--- src/rtl/tdm_pkg.sv ---
// Shared constants and state encoding for the 1:8 TDM demultiplexer.
package tdm_pkg;

    localparam int N_CH   = 8;
    localparam int SLOT_W = 3;

    typedef enum logic {
        ST_HUNT = 1'b0,
        ST_RUN  = 1'b1
    } state_e;

endpackage

--- src/rtl/tdm_slot_ctr.sv ---
// Slot counter: clear to 0, load to 1, increment with wrap, and a strobe on the 7->0 wrap.
module tdm_slot_ctr
    import tdm_pkg::*;
(
    input  logic              clk_i,
    input  logic              rst_i,
    input  logic              clear_i,
    input  logic              load1_i,
    input  logic              inc_i,
    output logic [SLOT_W-1:0] slot_o,
    output logic              wrap_o
);

    logic [SLOT_W-1:0] slot_q, slot_d;

    // NOTE: every variable assigned in always_comb gets a default first, so no latch is inferred.
    always_comb begin
        slot_d = slot_q;
        if (clear_i) begin
            slot_d = '0;
        end else if (load1_i) begin
            slot_d = SLOT_W'(1);
        end else if (inc_i) begin
            slot_d = slot_q + SLOT_W'(1);
        end
    end

    // NOTE: sequential state uses non-blocking assignments so all registers update together.
    always_ff @(posedge clk_i or posedge rst_i) begin
        if (rst_i) begin
            slot_q <= '0;
        end else begin
            slot_q <= slot_d;
        end
    end

    assign slot_o = slot_q;
    assign wrap_o = inc_i && !clear_i && !load1_i && (slot_q == SLOT_W'(N_CH - 1));

endmodule

--- src/rtl/tdm_demux_1_8.sv ---
// 1:8 time-division demultiplexer: steers framed slot words into shadow registers
// and publishes a complete frame to all channel outputs at once.
module tdm_demux_1_8
    import tdm_pkg::*;
#(
    parameter int DATA_W = 8
) (
    input  logic                   i_clk,
    input  logic                   i_rst,
    input  logic                   i_valid,
    input  logic                   i_frame_sync,
    input  logic [DATA_W-1:0]      i_data,
    output logic [N_CH*DATA_W-1:0] o_ch_data,
    output logic                   o_frame_done,
    output logic [SLOT_W-1:0]      o_slot,
    output logic                   o_locked,
    output logic                   o_sync_err
);

    state_e state_q, state_d;

    logic [SLOT_W-1:0] slot;
    logic              slot_wrap;
    logic              ctr_clear, ctr_load1, ctr_inc;
    logic              shadow_we;
    logic              sync_err_d;
    logic [SLOT_W-1:0] wr_idx;

    // Slot 7 never lands in a shadow reg; it goes straight into the publish register.
    logic [N_CH-2:0][DATA_W-1:0] shadow_q;
    logic [N_CH*DATA_W-1:0]      ch_data_q;
    logic                        frame_done_q;
    logic                        sync_err_q;

    tdm_slot_ctr u_slot_ctr (
        .clk_i   (i_clk),
        .rst_i   (i_rst),
        .clear_i (ctr_clear),
        .load1_i (ctr_load1),
        .inc_i   (ctr_inc),
        .slot_o  (slot),
        .wrap_o  (slot_wrap)
    );

    always_ff @(posedge i_clk or posedge i_rst) begin
        if (i_rst) begin
            state_q <= ST_HUNT;
        end else begin
            state_q <= state_d;
        end
    end

    always_comb begin
        state_d = state_q;
        if (i_valid) begin
            unique case (state_q)
                ST_HUNT: if (i_frame_sync) state_d = ST_RUN;
                ST_RUN:  if (!i_frame_sync && slot == '0) state_d = ST_HUNT;
                default: state_d = ST_HUNT;
            endcase
        end
    end

    always_comb begin
        ctr_clear  = 1'b0;
        ctr_load1  = 1'b0;
        ctr_inc    = 1'b0;
        shadow_we  = 1'b0;
        sync_err_d = 1'b0;
        if (i_valid) begin
            unique case (state_q)
                ST_HUNT: begin
                    if (i_frame_sync) begin
                        ctr_load1 = 1'b1;
                        shadow_we = 1'b1;
                    end
                end
                ST_RUN: begin
                    if (i_frame_sync) begin
                        // Sync mid-frame restarts the frame; the partial one is never published.
                        ctr_load1  = 1'b1;
                        shadow_we  = 1'b1;
                        sync_err_d = (slot != '0);
                    end else if (slot == '0) begin
                        ctr_clear  = 1'b1;
                        sync_err_d = 1'b1;
                    end else begin
                        ctr_inc   = 1'b1;
                        shadow_we = 1'b1;
                    end
                end
                default: ;
            endcase
        end
    end

    assign wr_idx = ctr_load1 ? '0 : slot;

    // NOTE: the shadow regs are reset even though they are storage, because a reset must clear any partial frame.
    always_ff @(posedge i_clk or posedge i_rst) begin
        if (i_rst) begin
            shadow_q     <= '0;
            ch_data_q    <= '0;
            frame_done_q <= 1'b0;
            sync_err_q   <= 1'b0;
        end else begin
            for (int k = 0; k < N_CH - 1; k++) begin
                if (shadow_we && wr_idx == SLOT_W'(k)) begin
                    shadow_q[k] <= i_data;
                end
            end
            if (slot_wrap) begin
                ch_data_q <= {i_data, shadow_q};
            end
            frame_done_q <= slot_wrap;
            sync_err_q   <= sync_err_d;
        end
    end

    assign o_ch_data    = ch_data_q;
    assign o_frame_done = frame_done_q;
    assign o_slot       = slot;
    assign o_locked     = (state_q == ST_RUN);
    assign o_sync_err   = sync_err_q;

endmodule
--- config.mk ---
export PLATFORM = sky130hd
export DESIGN_NAME = tdm_demux_1_8
export DESIGN_NICKNAME = d
export VERILOG_FILES = /design/src/rtl/tdm_pkg.sv /design/src/rtl/tdm_slot_ctr.sv /design/src/rtl/tdm_demux_1_8.sv
export SDC_FILE = /design/constraint.sdc
export NUM_CORES = 1
export LEC_CHECK = 0
export ABC_CLOCK_PERIOD_IN_PS = 6900
export BUFFER_PORTS_ARGS = -buffer_cell sky130_fd_sc_hd__clkbuf_2
export CORE_MARGIN = 4
export CORE_UTILIZATION = 49
export CTS_CLUSTER_DIAMETER = 120
export DETAILED_ROUTE_END_ITERATION = 8
export PLACE_DENSITY = 0.67
export SYNTH_ARGS = -nofsm -noshare
export SYNTH_HDL_FRONTEND = slang
export SYNTH_SLANG_ARGS = --single-unit
--- constraint.sdc ---
create_clock -name i_clk -period 6.9 [get_ports i_clk]
set_input_delay 0.69 -clock i_clk [delete_from_list [all_inputs] [get_ports i_clk]]
set_output_delay 0.69 -clock i_clk [all_outputs]
set_load 0.005 [all_outputs]
Yosys cells after proc, flatten, opt, wreduce, memory -nomap -nowiden
Cells that the tools add are included.

Register bits after elaboration: 126. Output and inout bits: 70. Logic and storage cells: 61.

Add/subtract/negate cells: 1. Eq/ne operators: 7. Mux-type cells: 22. Bitwise gates (word level): 1. Reductions and logical operators: 18.

Operators by type and width (count): 1-bit two-way mux (16); 3-bit equality test (second input constant) (4); 3-bit two-way mux (4); 1-bit logical AND (11); 3-bit by 2-bit equality test with 1-bit output (second input constant) (2); 3-bit logical NOT (2); 3-bit nonzero test (2); 1-bit one-hot mux with 2 select lines (2); 3-bit by 1-bit adder with 3-bit output (second input constant) (1); 3-bit by 1-bit equality test with 1-bit output (second input constant) (1); 1-bit logical NOT (3); 1-bit inverter (1).

Depth between registers and ports, before layout
Depth in word-level cells: 9. Mapped depth: 10. Gate-level depth less buffers: 8.

Cells and area by module
A second synthesis with hierarchy kept.

Cells, all modules: 297. Area, all modules: 4898.4 µm².

Modules (own cells, without submodules): tdm_demux_1_8 (times used 1, cells an instance 282, area an instance 4738.3 µm², seq. area each 3078.0 µm²); tdm_slot_ctr (times used 1, cells an instance 15, area an instance 160.2 µm², seq. area each 75.1 µm²).

Least setup slack after synthesis
OpenSTA, ideal clock, no wires.

Path kind: reg-to-reg. From: register u_slot_ctr.slot_q[0] (netlist: u_slot_ctr.slot_o[0]). To: register ch_data_q[10] (netlist: o_ch_data[10]). Library setup time: 125 ps. Arrival time: 2368 ps. Data required time: 6775 ps. Slack: 4406 ps. Cell stages (with the launch flop): 11. Path buffers: 3. Period minus slack after synthesis: 2494 ps. Path through: dfrtp_1 clkinv_1 ha_1 nor2b_1 ha_1 and4bb_1 buf_6 and3_4 buf_12 buf_12 mux2_4.

Cells in the longest elaborated chain, start to end: 9. Elaborated cells between the ends (all ways): 14.

Ends and longest elaborated chain: from (decl) (RTL line tdm_slot_ctr.sv:14) `logic [SLOT_W-1:0] slot_q, slot_d;`; from (signal assigned) (RTL line tdm_slot_ctr.sv:33) `slot_q <= slot_d;`; 3-bit logical NOT (RTL line tdm_demux_1_8.sv:84) `end else if (slot == '0) begin`; 1-bit two-way mux (RTL line tdm_demux_1_8.sv:84); 1-bit two-way mux (RTL line tdm_demux_1_8.sv:79) `if (i_frame_sync) begin`; 1-bit two-way mux (RTL line tdm_demux_1_8.sv:71) `unique case (state_q)`; 1-bit two-way mux (RTL line tdm_demux_1_8.sv:70) `if (i_valid) begin`; 1-bit logical NOT (RTL line tdm_slot_ctr.sv:38) `assign wrap_o = inc_i && !clear_i && !load1_i && (slot_q == SLOT_W'(N_CH - 1));`; 1-bit logical AND (2 in series) (RTL line tdm_slot_ctr.sv:38); 1-bit logical AND * (RTL line tdm_slot_ctr.sv:38); to (signal assigned) (RTL line tdm_demux_1_8.sv:113) `ch_data_q <= {i_data, shadow_q};`; to (decl) (RTL line tdm_demux_1_8.sv:31) `logic [N_CH*DATA_W-1:0] ch_data_q;`.

Every way passes the cells marked *; elsewhere a longest branch is shown, timed or not. A chain may end at the register's enable or synchronous reset.

Worst setup path after layout
From: register u_slot_ctr.slot_q[0] (netlist: u_slot_ctr.slot_o[0]). To: register ch_data_q[56] (netlist: o_ch_data[56]).

The elaborated chain is that of the path after synthesis.

==> flow_summary.yaml <==
cells_and_area:
  final-seq-area_um2: 3150
  multiInputGateArea_um2: 1810
  layoutNonFillerInstCount: 535
  drive_gt1_share_pct: 60.2
  nets: 403
  layout.cell_area.non_filler_um2: 6190
  antenna_cells: 0
  areaGrowthSynthToFinish_pct: 20.4
  fillCellCount: 831
cts:
  cts_hold_repair.buffers: 0
  numClockSinks: 126
  clk_transition_reported_paths_ps: 60
  insertion_delay_ps: 510
  cts.root.buffer_cell: "clkbuf_8"
  cts-root-to-sink-buffers: 2
  cts_resized: 0
  ctsHtreeMaxLevel: 4
  post-cts-setup-buffer-count: 0
  clock_tree_from_tritoncts: "yes"
  tritoncts.num_buffers: 17
route:
  drt_drc_violations_left: 0
  detailed_route_via_count: 2745
  drt_pass1_iterations: 4
  vias_per_std_cell: 5.13
  number_of_drc_violations_after_detailed_routing_iteration_0: 112
  postRouteAntennaNets: 0
  wirelength_mm: 9.57
  wl_per_cell_um: 17.9
logic_synthesis:
  ys_seq_area_share_pct: 61.3
  post_synthesis_mux_area_share_pct: 29.8
  synthesized_area_fraction_occupied_by_adder_cells_pct: 1.22
  synth.area.top_cells: "dfrtp_1 61%, mux2_2 16%, mux2_4 14%, buf_12 2.3%, ha_1 1.2%"
  xor_and_xnor_area_share_after_synthesis_pct: 0.170
  yosys.area.top_type_share_pct: 61.3
  post_synthesis_net_count: 314
  synth_cell_types: 28
  yosysTopAreaCell: "dfrtp_1"
  netlist_instances: 297
  ys_top_cells_by_count: "126 x dfrtp_1, 71 x mux2_2, 49 x mux2_4"
  seq_cells_post_synth: 126
  syn-cell-area_um2: 5140
  synthMostInstantiatedCell: "dfrtp_1"
  combinational_family_with_the_most_area_after_synthesis: "multiplexers"
  synth_async_sr_flop_share_pct: 100
  yosys.area_share.simple_pct: 2.82
  synth_ff_type: "dfrtp_1"
  yosys_warnings: 0
  syn_area_per_cell_um2: 17.3
  synth_edf_count: 0
  synth_compound_area_share_pct: 1.12
global_route:
  globalRouteTotalUtil_pct: 16.5
  grt_antenna_before_repair: 0
  grt_max_degree: 72
  grt_pass1_vias: 2849
  grt_pass1_wl_mm: 15.7
  overflow: 0
critical_path:
  critical_path_required_ps: 7290
  reg2reg_depth: 7
  crit_fanout: 65
  r2r-start: "u_slot_ctr.slot_o[0]"
  worst_path_dominant_cell_family: "simple AND/OR/NAND/NOR gates"
  criticalPathCategory: "flop to flop"
  cp_slowest_stage_delay_ps: 1000
  flop2flop_setup_slack_ps: 3520
  worst-path-buf-inv: 1
  cell_by_cell_listing_of_the_critical_path: "clkinv_1, ha_1, nor2b_1, ha_1, and4bb_1, and3_4, mux2_2"
  critical-path-top-cell-by-count: "ha_1"
  rr_endpoint: "o_ch_data[56]"
  worst_ep_arrival_time_ps: 3770
  crit_slowest_cell: "and3_4"
  critical_path.startpoint_type: "flop"
  worst_setup_path_end_kind: "flop"
pwr:
  leakage_power_nw: 3.17
  power.density_cell_area_nw_per_um2: 346
  intPower_mw: 1.62
  max-vdd-ir-drop_mv: 0.159
  switching_share_of_total_power_pct: 24.4
  p_clk_share_pct: 42.9
  share_comb_of_total_power_pct: 12.5
  seq_power_share_pct: 44.6
  net-switching-power_mw: 0.523
sta:
  tns_ps: 0
  setup_ws_final_ps: 3520
  timing.final.hold_violations: 0
  post-route-min-period_ps: 3380
  tightest_pin_transition_ps: 1150
  clock-skew-final_ps: 8.21
  slew_violations: 0
  grt_setup_unrepaired: "false"
  setup_viol: 0
  slew_headroom_pct: 23.1
  timing.fmax_mhz: 296
  post-route-period-util_pct: 49.0
placed_design:
  dpl.cell_count: 503
  place.detailed.hpwl_mm: 6.04
  dp_slack_ps: 3500
  numPortBuffers: 81
  gp_routability_congestion: 0.849
  detailed_place.area_um2: 5570
min_path:
  min-delay-path-class: "primary input to async pin"
floorplanning:
  core_region_um2: 10300
  rows: 37
  top_level_ports: 82
  fp.dieArea_um2: 12200
  die_width_um: 110
  die_h_um: 110
  initial_cell_density_of_the_core_pct: 50.0
outcome:
  run_status: "finished clean"
run:
  maxCapViolCount: 0
kinds of logic after synthesis:
group | after synthesis
fa+ha+maj | 5
buf+inv | 18
mux | 120
xor+xnor | 1
simple gates | 19
compound gates | 8
flops | 126
how the worst max path moves through the flow:
stage | start | to | slack (ps) | cells after the start
global route | u_slot_ctr.slot_o[0] | o_ch_data[56] | 3260 | 7
CTS | u_slot_ctr.slot_o[0] | o_ch_data[56] | 3510 | 7
detailed placement | u_slot_ctr.slot_o[0] | o_ch_data[56] | 3500 | 7
finish | u_slot_ctr.slot_o[0] | o_ch_data[56] | 3520 | 7
global placement | u_slot_ctr.slot_o[0] | o_ch_data[54] | 3660 | 7
floorplan | i_rst | o_ch_data[0] | 2850 | 1
metal layers:
layer  track usage, %  vias up  wire length (µm)
li1                 -     1240                 -
met1             22.3     1432              4520
met2             25.2       59              4490
met3             5.86       14               429
met4             5.17        0               129
met5                0        -                 0
cell usage in the layout (no fill, tap or decap), types with 4 or more instances in the layout:
cell type  Yosys  layout
dfrtp_1      126     126
clkbuf_2       0      81
mux2_2        71      71
mux2_4        49      49
clkbuf_16      0      16
ha_1           5       5
inv_1          5       4
nand2_1        4       4
bufinv_16      0       4
clkinv_4       0       4
power by group through the flow:
stage	Sequential, mW	Clock, mW	Combinational (mW)
global route	0.973	0.977	0.300
detailed placement	0.968	0	0.271
global placement	0.960	0	0.261
finish	0.956	0.920	0.269
CTS	0.956	0.934	0.274
floorplan	0.944	0	0.206
area by class of cell:
class	count	area share, %
Clock inverter	13	3.05
Timing Repair Buffer	82	6.67
Inverter	6	0.404
Sequential cell	126	50.9
Tap cell	136	2.75
Clock buffer	19	6.97
Multi-Input combinational cell	153	29.2
registers in the layout, summed over array words and instances (netlist names):
signal / count
o_frame_done: 1
o_locked: 1
o_sync_err: 1
u_slot_ctr.slot_o: 3
o_ch_data: 64
shadow_q: 56
stage by stage:
stage	hold slack (ps)	power, mW	utilization (%)
global placement	482	1.22	54.2
floorplan	475	1.15	-
detailed placement	485	1.24	54.2
CTS	274	2.16	60.2
finish	263	2.14	60.2
global route	309	2.25	60.2
(Power assumes the default switching activity.)
